## src/rtl/pwm_pkg.sv

```systemverilog
// rtl/pwm_pkg.sv - shared widths, frame period and decoder state type for pwm_decoder
package pwm_pkg;

  localparam int PWM_WIDTH  = 8;
  localparam int PWM_PERIOD = 256;
  localparam int CNT_WIDTH  = $clog2(PWM_PERIOD);

  typedef enum logic [1:0] {
    ST_IDLE    = 2'd0,
    ST_ACQUIRE = 2'd1,
    ST_LOCKED  = 2'd2
  } pwm_state_t;

  // A full frame can hold PWM_PERIOD high cycles, one more than the sample can express.
  function automatic logic [PWM_WIDTH-1:0] sat_duty(input logic [CNT_WIDTH:0] n);
    logic [CNT_WIDTH:0] max_val;
    max_val = (CNT_WIDTH+1)'((1 << PWM_WIDTH) - 1);
    if (n > max_val) begin
      return PWM_WIDTH'(max_val);
    end
    return n[PWM_WIDTH-1:0];
  endfunction

endpackage

```

## src/rtl/pwm_edge_sync.sv

```systemverilog
// rtl/pwm_edge_sync.sv - optional 2-flop input synchronizer (PWM_DECODER_SYNC_EN) and rising-edge detector
module pwm_edge_sync (
  input  logic clk,
  input  logic nrst,
  input  logic pwm_i,
  output logic pwm_s,
  output logic rise
);

`ifdef PWM_DECODER_SYNC_EN
  logic [1:0] sync_q;

  always_ff @(posedge clk or negedge nrst) begin
    if (!nrst) begin
      sync_q <= 2'b00;
    end else begin
      sync_q <= {sync_q[0], pwm_i};
    end
  end

  assign pwm_s = sync_q[1];
`else
  assign pwm_s = pwm_i;
`endif

  logic prev_q;

  always_ff @(posedge clk or negedge nrst) begin
    if (!nrst) begin
      prev_q <= 1'b0;
    end else begin
      prev_q <= pwm_s;
    end
  end

  assign rise = pwm_s & ~prev_q;

endmodule

```

## src/rtl/pwm_decoder.sv

```systemverilog
// rtl/pwm_decoder.sv - PWM duty decoder, 256-cycle high-first frames; PWM_DECODER_SYNC_EN adds an input synchronizer
module pwm_decoder
  import pwm_pkg::*;
(
  input  logic                 clk,
  input  logic                 nrst,
  input  logic                 en,
  input  logic                 pwm_i,
  output logic [PWM_WIDTH-1:0] sample_o,
  output logic                 valid_o,
  output logic                 locked_o,
  output logic                 resync_err_o
);

  localparam logic [CNT_WIDTH-1:0] LAST_CYCLE = CNT_WIDTH'(PWM_PERIOD - 1);

  pwm_state_t           state;
  logic [CNT_WIDTH-1:0] timeout_cnt;
  logic [CNT_WIDTH-1:0] frame_cnt;
  logic [CNT_WIDTH:0]   high_cnt;
  logic [CNT_WIDTH:0]   high_next;
  logic                 pwm_s;
  logic                 rise;

  pwm_edge_sync u_edge_sync (
    .clk   (clk),
    .nrst  (nrst),
    .pwm_i (pwm_i),
    .pwm_s (pwm_s),
    .rise  (rise)
  );

  assign high_next = high_cnt + {{CNT_WIDTH{1'b0}}, pwm_s};

  always_ff @(posedge clk or negedge nrst) begin
    if (!nrst) begin
      state        <= ST_IDLE;
      timeout_cnt  <= '0;
      frame_cnt    <= '0;
      high_cnt     <= '0;
      sample_o     <= '0;
      valid_o      <= 1'b0;
      locked_o     <= 1'b0;
      resync_err_o <= 1'b0;
    end else begin
      valid_o      <= 1'b0;
      resync_err_o <= 1'b0;
      if (!en) begin
        // Dropping enable throws away any partial frame.
        state       <= ST_IDLE;
        locked_o    <= 1'b0;
        timeout_cnt <= '0;
        frame_cnt   <= '0;
        high_cnt    <= '0;
      end else begin
        case (state)
          ST_IDLE: begin
            state       <= ST_ACQUIRE;
            timeout_cnt <= '0;
          end
          ST_ACQUIRE: begin
            if (rise) begin
              // The edge cycle itself is frame cycle 0 and already counts as high.
              state     <= ST_LOCKED;
              locked_o  <= 1'b1;
              frame_cnt <= CNT_WIDTH'(1);
              high_cnt  <= (CNT_WIDTH+1)'(1);
            end else if (timeout_cnt == LAST_CYCLE) begin
              state     <= ST_LOCKED;
              locked_o  <= 1'b1;
              frame_cnt <= '0;
              high_cnt  <= '0;
            end else begin
              timeout_cnt <= timeout_cnt + CNT_WIDTH'(1);
            end
          end
          ST_LOCKED: begin
            if (rise && (frame_cnt != '0)) begin
              resync_err_o <= 1'b1;
              frame_cnt    <= CNT_WIDTH'(1);
              high_cnt     <= (CNT_WIDTH+1)'(1);
            end else if (frame_cnt == LAST_CYCLE) begin
              sample_o  <= sat_duty(high_next);
              valid_o   <= 1'b1;
              frame_cnt <= '0;
              high_cnt  <= '0;
            end else begin
              frame_cnt <= frame_cnt + CNT_WIDTH'(1);
              high_cnt  <= high_next;
            end
          end
          default: begin
            state    <= ST_IDLE;
            locked_o <= 1'b0;
          end
        endcase
      end
    end
  end

endmodule

```

## config.mk

```make
export PLATFORM = sky130hd
export DESIGN_NAME = pwm_decoder
export DESIGN_NICKNAME = d
export VERILOG_FILES = /design/src/rtl/pwm_pkg.sv /design/src/rtl/pwm_edge_sync.sv /design/src/rtl/pwm_decoder.sv
export SDC_FILE = /design/constraint.sdc
export NUM_CORES = 1
export LEC_CHECK = 0
export ABC_AREA = 1
export CAP_MARGIN = 20
export CORE_MARGIN = 2
export CORE_UTILIZATION = 31
export CTS_CLUSTER_DIAMETER = 50
export DETAILED_ROUTE_END_ITERATION = 6
export REMOVE_ABC_BUFFERS = 1
export SLEW_MARGIN = 20
export SYNTH_ARGS = -nofsm -noshare
export SYNTH_HDL_FRONTEND = slang
export SYNTH_SLANG_ARGS = --single-unit
```

## constraint.sdc

```tcl
create_clock -name clk -period 1.7 [get_ports clk]
set_input_delay 0.34 -clock clk [delete_from_list [all_inputs] [get_ports clk]]
set_output_delay 0.34 -clock clk [all_outputs]
set_load 0.03 [all_outputs]
```

==> results of run 1 <==
-- timing repair --
action	in CTS	in global routing
setup buffers	0	4
gates resized for setup	0	15
endpoints found under the setup margin	0	23
-- per-stage QoR --
stage / setup slack, ns / std cells / hold WS, ns
global placement: -0.267 / 422 / 0.330
global route: -0.000840 / 434 / 0.0126
finish: 0.0318 / 434 / 0.000510
CTS: 0.0113 / 430 / 0.00864
detailed placement: -0.287 / 422 / 0.330
floorplan: 0.265 / 290 / 0.0444
-- layout make-up --
type	instances	area (µm²)	share of cell area
sequential	39	976	0.345
clock buffer	6	82.6	0.0292
inverter	26	97.6	0.0345
timing repair buffer	37	340	0.120
multi-input combinational	225	1170	0.415
tap	99	124	0.0438
clock inverter	2	35.0	0.0124
-- Yosys cell counts --
cell / count
buf_2: 1
ha_1: 6
buf_6: 4
o21bai_1: 3
o31ai_1: 1
nor2_4: 3
nand2_4: 1
dfrtp_1: 39
nor2_1: 31
nand3_4: 1
nand2_1: 110
nand2_2: 3
clkbuf_1: 1
nor4_1: 1
xor2_1: 9
nor2_2: 3
nand3_1: 17
nand3b_1: 2
o21ai_2: 6
xnor2_1: 1
inv_1: 23
nand4_1: 13
nor3_1: 2
o21ai_1: 1
inv_2: 3
o21ai_0: 8
nand3_2: 3
-- power by group --
group	switching (mW)	internal [mW]	total, mW	leakage, nW
registers	0.0175	0.946	0.963	0.539
clock network	0.351	0.476	0.827	0.0612
logic	0.148	0.0806	0.229	0.937
total	0.517	1.50	2.02	1.54
-- metal layers --
metal	vias up	share of wire	track usage
li1	1016	-	-
met1	938	0.51	0.186
met2	37	0.45	0.217
met3	5	0.035	0.0247
met4	0	0.013	0.0488
met5	-	0	0
-- kinds of logic (layout without fill, tap and decap cells) --
group | after synthesis | after routing | synth area share
AO/OA/AOI/OAI | 19 | 19 | 0.0561
XOR/XNOR | 10 | 10 | 0.0385
adder cells (fa/ha/maj) | 6 | 6 | 0.0330
buffers and inverters | 32 | 71 | 0.0665
flip-flops | 39 | 39 | 0.429
AND/OR/NAND/NOR | 190 | 190 | 0.377
-- sequential cells by signal (all words and copies together), names as in the netlist, 2 cells and up --
| name | cells |
|---|---|
| high_cnt | 9 |
| sample_o | 8 |
| timeout_cnt | 8 |
| state | 2 |
| frame_cnt | 8 |
-- how the worst min path moves through the flow --
stage	end	slack (ns)	cells after the start
floorplan	frame_cnt[0]	0.04	0
global placement	u_edge_sync.prev_q	0.33	2
detailed placement	u_edge_sync.prev_q	0.33	2
CTS	sample_o[2]	0.009	2
global route	sample_o[2]	0.01	2
finish	u_edge_sync.prev_q	0.0005	2
==> flow_summary.ini, run 1 <==
[power_and_ir_drop]
power_leakage_nw = 1.54
cellPowerDensity_nw_per_um2 = 713
ir_worst_vdd_v = 0.000380
power_mw = 2.02

[clock_tree]
clock-sinks = 39
cts_buffers = 5
cts_hold_buffers = 0
clk_pin_slew_ns = 0.08
cts_tree = done
clockRootBuffer = clkbuf_8
clock_path_buffers = 2
clk_latency_ns = 0.29
cts_max_level = 2

[final_layout]
fillers = 743
layout_common_cells = nand2_1 (109), dfrtp_1 (39), nor2_1 (30)
final_common_cell = nand2_1
n_antenna_cell = 0
syn2layout_area_growth_pct = 24.4
design_area_um2 = 2830
drive_above_1_share = 0.179
utilization = 0.394
final_nets = 344

[global_routing]
antenna_found_initial = 0
grt.total_usage = 0.136
grt_max_degree = 40
grt_pass1_vias = 1838
overflow = 0
grt_pass1_wl_um = 8540

[flow_run]
drv_cap = 0

[setup_path]
rr_worst_depth = 10
critPathMaxFanout = 2
cp_slowest_stage_delay_ns = 0.68
cp.depth = 1
crit_chain = clkdlybuf4s50_1
r2r_slack_ns = 0.16
crit_path_start = sample_o[6]
path_buf_inv = 1
worst_setup_path_end_kind = output pin
crit_end = sample_o[6]
r2r_start = timeout_cnt[0]
critPathKind = reg2out
arrival_ns = 1.33
crit_required_ns = 1.36
r2r-end = timeout_cnt[7]
cp_top_family = buffers and inverters
slowest_stage = clkdlybuf4s50_1
startpoint_type = flop

[floorplan]
die_x_um = 89.7
start_util = 0.317
fp.coreArea_um2 = 7180
rows = 31
die_area_um2 = 8040
top_level_ports = 15
die_h_um = 89.7

[timing]
maxSlewViolCount = 0
fin_crit_sh = 0.981
fmax_mhz = 599
tightest_slew_ns = 0.322
rsz0062_at_grt = yes
fin_crit_ns = 1.67
setup-tns-final_ns = 0
finalClockSkew_ns = 0.00380
hold_viol_final = 0
slew_headroom = 0.785
setup_viol = 0

[synthesis]
yosysTopAreaCell = dfrtp_1
ys_types = 27
synth_area_um2 = 2270
syn_avg_cell_area_um2 = 7.68
synthCells = 296
ys_seq_area_frac = 0.429
ys_ff_latch = 39
synthTopCellsByArea = dfrtp_1 (43%), nand2_1 (18%), nor2_1 (5.1%), inv_1 (3.8%), nand3_1 (3.7%)
synth_top_area_frac = 0.429
yosysWarnings = 0

[routing]
vias_per_cell = 4.60
drt_iter0_drc = 118
drt-total-wl_um = 4970
ant_nets = 0
drtPass1Iterations = 4
vias = 1996
drc = 0
wire_per_inst_um = 11.4

[placed_design]
postPlaceCellArea_um2 = 2640
hpwl_um = 3560
io_buffers = 14
gp_congestion = 0.799

[outcome]
outcome = finished clean

[worst_hold_path]
hold_class = in2async
No activity file was read; power rests on OpenSTA's default activity.
==> run 2: changes to the inputs <==
--- a/config.mk
+++ b/config.mk
@@ -9,7 +9,7 @@
 export CAP_MARGIN = 20
 export CORE_MARGIN = 2
 export CORE_UTILIZATION = 31
-export CTS_CLUSTER_DIAMETER = 50
+export CTS_CLUSTER_DIAMETER = 60
 export DETAILED_ROUTE_END_ITERATION = 6
 export REMOVE_ABC_BUFFERS = 1
 export SLEW_MARGIN = 20
==> results of run 2 <==
Same layout as run 1: the final DEF is identical, and so are final timing and power.
==> run 3: changes to the inputs <==
--- a/config.mk
+++ b/config.mk
@@ -9,6 +9,7 @@
 export CAP_MARGIN = 20
 export CORE_MARGIN = 2
 export CORE_UTILIZATION = 31
+export CTS_BUF_LIST = sky130_fd_sc_hd__clkbuf_8
 export CTS_CLUSTER_DIAMETER = 60
 export DETAILED_ROUTE_END_ITERATION = 6
 export REMOVE_ABC_BUFFERS = 1
==> results of run 3 <==
Same layout as run 1: the final DEF is identical, and so are final timing and power.
